**src/rtl/hazard_stall_ctrl.sv**
```systemverilog
// Load-use / branch-operand hazard detector beside the ID stage. It holds PC and IF/ID
// and bubbles ID/EX for N cycles, and keeps a saturating count of stall cycles for debug.
module hazard_stall_ctrl #(
  parameter int NB_REG_ADDR  = 5,
  parameter int LOAD_LATENCY = 1,
  parameter int NB_STALL_CNT = 32
) (
  input  logic                    i_clock,
  input  logic                    i_reset,
  input  logic                    i_enable,
  input  logic                    i_flush,
  input  logic [NB_REG_ADDR-1:0]  i_id_rs,
  input  logic [NB_REG_ADDR-1:0]  i_id_rt,
  input  logic                    i_id_use_rs,
  input  logic                    i_id_use_rt,
  input  logic                    i_id_branch,
  input  logic [NB_REG_ADDR-1:0]  i_ex_rd,
  input  logic                    i_ex_we,
  input  logic                    i_ex_re,
  input  logic [NB_REG_ADDR-1:0]  i_mem_rd,
  input  logic                    i_mem_re,
  output logic                    o_hazard,
  output logic                    o_hold_pc,
  output logic                    o_hold_ifid,
  output logic                    o_bubble_idex,
  output logic [NB_STALL_CNT-1:0] o_stall_cnt
);

  // state | meaning
  // IDLE  | no stall in progress; a detected hazard asserts outputs this cycle (Mealy)
  // STALL | remaining stall cycles in cnt; outputs asserted, hazard inputs ignored

  localparam int CW = $clog2(LOAD_LATENCY + 2);
  localparam logic [CW-1:0] N_ONE     = CW'(1);
  localparam logic [CW-1:0] N_LOAD    = CW'(LOAD_LATENCY);
  localparam logic [CW-1:0] N_BR_LOAD = CW'(LOAD_LATENCY + 1);

  typedef enum logic {IDLE, STALL} state_t;

  state_t              state, state_next;
  logic [CW-1:0]       cnt, cnt_next;
  logic [CW-1:0]       need;
  logic                m_ex, m_mem;
  logic                stall;

  always_comb begin
    m_ex  = (i_id_use_rs & (i_id_rs == i_ex_rd)  & (i_ex_rd  != '0)) |
            (i_id_use_rt & (i_id_rt == i_ex_rd)  & (i_ex_rd  != '0));
    m_mem = (i_id_use_rs & (i_id_rs == i_mem_rd) & (i_mem_rd != '0)) |
            (i_id_use_rt & (i_id_rt == i_mem_rd) & (i_mem_rd != '0));
    need = '0;
    if (i_id_branch & i_ex_re & m_ex)
      need = N_BR_LOAD;
    else if (i_ex_re & m_ex)
      need = N_LOAD;
    else if (i_id_branch & i_ex_we & m_ex)
      need = N_ONE;
    else if (i_id_branch & i_mem_re & m_mem)
      need = N_ONE;
  end

  always_comb begin
    state_next = state;
    cnt_next   = cnt;
    stall      = 1'b0;
    if (i_flush) begin
      state_next = IDLE;
      cnt_next   = '0;
    end else begin
      case (state)
        IDLE: begin
          if (i_enable && need != '0) begin
            stall    = 1'b1;
            cnt_next = need - N_ONE;
            if (need != N_ONE) state_next = STALL;
          end
        end
        STALL: begin
          stall = 1'b1;
          if (i_enable) begin
            cnt_next = cnt - N_ONE;
            if (cnt == N_ONE) state_next = IDLE;
          end
        end
        default: begin
          state_next = IDLE;
          cnt_next   = '0;
        end
      endcase
    end
  end

  always_ff @(posedge i_clock or negedge i_reset) begin
    if (!i_reset) begin
      state <= IDLE;
      cnt   <= '0;
    end else if (i_enable || i_flush) begin
      state <= state_next;
      cnt   <= cnt_next;
    end
  end

  // Saturating; a flush cycle never counts because stall is forced low.
  always_ff @(posedge i_clock or negedge i_reset) begin
    if (!i_reset)
      o_stall_cnt <= '0;
    else if (i_enable && stall && o_stall_cnt != '1)
      o_stall_cnt <= o_stall_cnt + 1'b1;
  end

  assign o_hazard      = stall;
  assign o_hold_pc     = stall;
  assign o_hold_ifid   = stall;
  assign o_bubble_idex = stall;

endmodule

```
**config.mk**
```make
export PLATFORM = sky130hd
export DESIGN_NAME = hazard_stall_ctrl
export DESIGN_NICKNAME = d
export VERILOG_FILES = /design/src/rtl/hazard_stall_ctrl.sv
export SDC_FILE = /design/constraint.sdc
export NUM_CORES = 1
export LEC_CHECK = 0
export CAP_MARGIN = 10
export CORE_MARGIN = 5
export CORE_UTILIZATION = 48
export CTS_BUF_LIST = sky130_fd_sc_hd__clkbuf_4
export DETAILED_ROUTE_END_ITERATION = 16
export PLACE_DENSITY_LB_ADDON = 0.3
export REMOVE_ABC_BUFFERS = 1
export SLEW_MARGIN = 5
export SYNTH_ARGS = -nofsm -noshare
export SYNTH_HDL_FRONTEND = slang
export SYNTH_SLANG_ARGS = --single-unit
```
**constraint.sdc**
```tcl
create_clock -name i_clock -period 2.81 [get_ports i_clock]
set_clock_uncertainty 0.15 [all_clocks]
set_input_delay 0.562 -clock i_clock [delete_from_list [all_inputs] [get_ports i_clock]]
set_output_delay 0.562 -clock i_clock [all_outputs]
set_load 0.02 [all_outputs]
```
**Yosys cells after proc, flatten, opt, wreduce, memory -nomap -nowiden**

Cells that the tools add are included.

- $add $sub $neg: 3
- Equal/unequal tests: 9
- Mux-type cells: 17
- Bitwise gates (word level): 18
- Reduce and logical (&&, ||, !) cells: 8

Operators with widths:

| cell | number |
|---|---|
| adder 32 x 1 -> 32 bit (second input constant) | 1 |
| != test 32 bit (second input constant) | 1 |
| == test 5 bit | 4 |
| AND 1 bit | 15 |
| 2-to-1 mux 1 bit | 10 |
| nonzero test 5 bit | 2 |
| 2-to-1 mux 2 bit | 4 |
| != test 3 bit (second input constant) | 2 |
| case mux 1 bit (2 select lines) | 2 |
| case mux 2 bit (2 select lines) | 1 |
| subtractor 2 x 1 -> 2 bit (second input constant) | 2 |
| logical AND 1 bit | 3 |
| AND reduction 3 bit | 1 |
| == test 2 x 1 -> 1 bit (second input constant) | 1 |
| != test 2 x 1 -> 1 bit (second input constant) | 1 |
| OR 1 bit | 2 |
| nonzero test 2 bit | 1 |
| logical OR 1 bit | 1 |
| inverter 1 bit | 1 |

- Flip-flop bits (word level): 35
- Input port bits: 30
- Output and inout bits: 36
- Word-level logic and storage cells: 58

**Depth between registers and ports, before layout**

- Depth in word-level cells: 16
- Mapped depth: 8
- Mapped depth without buffers: 7

**Worst setup path before layout**

Ideal clock, no wire load.

- Kind: input-to-output
- Start point: in i_id_rs[3]
- End point: out o_hazard
- Arrival: 1.936 ns
- Required time: 2.098 ns
- Path slack: 0.162 ns
- Cell stages on the path: 7
- Buffers on the path: 1
- Path through: xor2_1 > nor4_2 > a32oi_1 > o22ai_1 > a21oi_1 > nor2_1 > buf_4

- Cells in the longest elaborated chain, start to end: 14
- Elaborated cells on any way between the ends: 21
- Classes of those cells: 2 x eq/ne; 7 x mux; 10 x bitwise; 2 x reduce/logical

RTL lines:

| what | line | source |
|---|---|---|
| start: declaration | 12 | `input logic [NB_REG_ADDR-1:0] i_id_rs,` |
| == test 5 bit | 49 | `m_mem = (i_id_use_rs & (i_id_rs == i_mem_rd) & (i_mem_rd != '0)) \|` |
| AND 1 bit (2 in a row) | 49 |  |
| OR 1 bit | 49 |  |
| AND 1 bit | 58 | `else if (i_id_branch & i_mem_re & m_mem)` |
| 2-to-1 mux 1 bit | 58 |  |
| 2-to-1 mux 1 bit | 56 | `else if (i_id_branch & i_ex_we & m_ex)` |
| 2-to-1 mux 1 bit | 54 | `else if (i_ex_re & m_ex)` |
| 2-to-1 mux 2 bit (*) | 52 | `if (i_id_branch & i_ex_re & m_ex)` |
| nonzero test 2 bit (*) | 72 | `if (i_enable && need != '0) begin` |
| logical AND 1 bit (*) | 72 |  |
| 2-to-1 mux 1 bit (*) | 72 |  |
| case mux 1 bit (2 select lines) (*) | 70 | `case (state)` |
| 2-to-1 mux 1 bit (*) | 66 | `if (i_flush) begin` |
| end: declaration | 22 | `output logic o_hazard,` |

Every way passes the cells marked *; elsewhere a longest branch is shown, timed or not.

**Final worst setup path**

- Start point: in i_ex_re
- End point: out o_bubble_idex

- Cells in the longest elaborated chain, start to end: 8
- Elaborated cells on any way between the ends: 10
- Classes of those cells: 5 x mux; 3 x bitwise; 2 x reduce/logical

RTL lines:

| what | line | source |
|---|---|---|
| start: declaration | 19 | `input logic i_ex_re,` |
| AND 1 bit, on equally long branches | 54, 52 |  |
| 2-to-1 mux 1 bit or AND 1 bit (tied branches) | 54, 52 |  |
| 2-to-1 mux 2 bit (*) | 52 |  |
| nonzero test 2 bit (*) | 72 |  |
| logical AND 1 bit (*) | 72 |  |
| 2-to-1 mux 1 bit (*) | 72 |  |
| case mux 1 bit (2 select lines) (*) | 70 |  |
| 2-to-1 mux 1 bit (*) | 66 |  |
| end: declaration | 25 | `output logic o_bubble_idex,` |

Marks and branches as above.

==> implementation parameters <==
Parameter                              Value

Timing
  Final worst path period share    97.4%
  Tightest Pin Transition    0.451 ns
  Normalized max-slew margin    69.9%
  Fin. max-slew vios    0
  Time the worst path needs with I/O delays and setup    2.74 ns
  Unrepaired setup endpoints after global routing    false
  Timing-limited maximum frequency    0.365 GHz
  Final Hold Vio Count    0
  Setup Viol. Count Final    0

Power
  IR drop worst, VDD    0.000301 V
  Ratio of total power to cell area    328 nW/um2
  Power share of the sequential group    52.9%
  Switching part of the total power    26.9%
  Reported net switching power    270 uW
  Total internal power    732 uW
  Clock network fraction of design power    27.4%
  Leakage    0.00141 uW
  Portion of total power attributed to combinational logic    19.6%

Die
  Initial core utilization    49.2%
  Site Rows    24
  Chip height    76.6 um
  Io pins    66
  Chip width    76.6 um
  Die ar.    5860 um2
  Core box area    4320 um2

Place
  Number of placed instances, taps included    344
  Count of input and output buffers    65
  Final RePlAce weighted congestion    0.817
  Post-Place Cell Area    2960 um2
  HPWL after detailed placement    4.03 mm

Run
  Max-capacitance violation count    0

Cells and area
  Post-Layout Inst Area    3060 um2
  Final core utilization    70.7%
  Post-route non-filler standard cell count    357
  Leading cell types in the layout, fill and taps excluded    clkdlybuf4s50_1, xor2_1, dfrtp_1
  Most frequent standard cell in the layout excluding fill and tap cells    clkdlybuf4s50_1
  Ratio of cells with drive above 1 in the final layout    22.6%
  NumNets Final    336
  Number of diodes    0
  Area Growth Syn to Fin    43.8%

Routing
  Via count of the routed design    1939
  Number of design-rule violations left by the first detailed-router iteration    85
  Post-route DRC    0
  Detailed-route wire length per cell    15.2 um
  Antenna Violating Nets Remaining    0
  Final wirelength    5.41 mm
  Detailed-route vias per instance    5.43
  Router iterations before antenna repair    4

Synth
  Synth warnings    0
  Most used flip-flop cell after synthesis    dfrtp_1
  Share of the yosys chip area belonging to registers    41.2%
  Mean post-synth cell area    9.99 um2
  Synthesized area    2130 um2
  Dominant cells by area after synthesis    dfrtp_1, xor2_1, xnor2_1
  Share of flip-flops with an asynchronous set or reset    100%
  Fraction of post-synthesis cell area in the top cell type by area    41.2%
  Number of distinct standard cells referenced by the synthesized netlist    38
  Post-synth EDFFs    0
  Synthesized instance count    213
  Post-synth top area cell    dfrtp_1
  Number of synthesized register bits    35

Clock tree
  Num Clock Sinks    35
  H-tree depth    2
  Total CTS buffers    5
  Register clock-pin slew on the reported worst setup and hold paths    0.10 ns
  Insertion delay to the later sink of the worst-skew pair    0.33 ns
  CTS Root Cell    clkbuf_4
  CTS tree    yes
  Clk buf depth    2

Worst setup path
  Register-to-Register Path Depth    8
  Startpoint type of the worst setup path    input pin
  Kind of critical path    input pin to output port
  Data required time at the worst endpoint    2.10 ns
  Crit path arrival time    2.03 ns
  RR Startpoint    o_stall_cnt[0]
  Crit. End Element    output port
  Critical path peak fanout    4
  Setup slack of the worst register-to-register path    0.45 ns
  Worst reg2reg path endpoint    o_stall_cnt[1]

GRT
  Largest net degree at the start of global routing    36
  First-pass GRT wire length    9.20 mm
  Global-route usage over all layers    18.8%
  Number of global-route vias before repair    1981
  Remaining global-route overflow    0
  Number of antenna violations at the first check in global routing    0

Hold path
  Cell depth of the worst min-delay path    1
  Hold Startpoint    o_stall_cnt[21]
  Hold/Removal Path Class    flop to flop
  Endpoint of the worst hold-timing path    o_stall_cnt[21]

Outcome
  Run status    completed
==> cells in the mapped netlist, types with 5 or more instances <==
| library cell | instances |
|---|---|
| a21oi_1 | 6 |
| nand3_1 | 11 |
| nand2_1 | 18 |
| nor3_1 | 7 |
| nor4_1 | 14 |
| dfrtp_1 | 35 |
| xor2_1 | 35 |
| nor3b_1 | 5 |
| nor2_1 | 8 |
| inv_1 | 7 |
| xnor2_1 | 15 |
| nand4_1 | 6 |
==> critical path: stages <==
cell	delay, ns
clkdlybuf4s50_1	0.48
a21oi_1	0.05
or2_2	0.31
o22ai_1	0.15
a21oi_1	0.10
nor2_2	0.22
buf_6	0.16
==> logic make-up after synthesis <==
| group | share of synthesized area (%) |
|---|---|
| flip-flops | 41.2 |
| AO/OA/AOI/OAI | 5.00 |
| XOR/XNOR | 20.6 |
| multiplexers | 1.06 |
| buffers and inverters | 4.18 |
| AND/OR/NAND/NOR | 26.8 |
| adder cells (fa/ha/maj) | 1.18 |
==> flip-flops by register name, indices dropped and copies added (netlist names) <==
register	count
state	1
o_stall_cnt	32
cnt	2
==> layer usage <==
layer	vias up	track usage, %	routed length (um)
met2	73	28.5	2530
met5	-	0	0
met4	0	5.77	44
met1	916	26.0	2510
met3	4	5.44	326
li1	946	-	-
==> power groups by stage <==
stage               logic (uW)  registers [uW]  clock network (uW)
detailed placement         199             540                   0
global route               212             534                 317
CTS                        194             531                 291
finish                     197             530                 275
global placement           194             539                   0
floorplan                 58.0             553                   0
==> metrics by stage <==
| step | setup slack, ns | setup TNS, ns | total power (uW) | hold WS (ns) |
|---|---|---|---|---|
| after floorplan | -0.344 | -5.24 | 611 | 0.116 |
| after global placement | -0.564 | -5.66 | 733 | 0.323 |
| after detailed placement | -0.617 | -7.39 | 739 | 0.339 |
| after CTS | 0.0113 | 0 | 1020 | 0.355 |
| after global routing | 0.0219 | 0 | 1060 | 0.375 |
| final | 0.0720 | 0 | 1000 | 0.350 |
==> repair_timing <==
action / 4_1_cts / 5_1_grt
resized for setup: 47 / 27
hold buffers: 0 / 0
pin swaps: 8 / 9
buffers inserted: 4 / 1
setup endpoints to repair: 4 / 16
==> worst max path at each step <==
stage	startpoint	to	slack [ns]	depth (start not counted)
2_1_floorplan	o_stall_cnt[0]	o_stall_cnt[1]	-0.34	7
3_3_place_gp	i_id_rs[3]	o_hazard	-0.56	8
3_5_place_dp	i_mem_rd[3]	o_bubble_idex	-0.62	8
4_1_cts	i_ex_rd[1]	o_bubble_idex	0.01	8
5_1_grt	i_ex_rd[0]	o_bubble_idex	0.02	8
6_report	i_ex_re	o_bubble_idex	0.07	7
==> cell type report <==
| cell class | instances | area [um2] |
|---|---|---|
| Multi-Input combinational cell | 163 | 1220 |
| Fill cell | 329 | 1270 |
| Clock inverter | 1 | 5.00 |
| Tap cell | 52 | 65.1 |
| Clock buffer | 7 | 52.6 |
| Timing Repair Buffer | 92 | 816 |
| Sequential cell | 35 | 876 |
| Inverter | 7 | 26.3 |
Power figures use the tool's default switching activity.
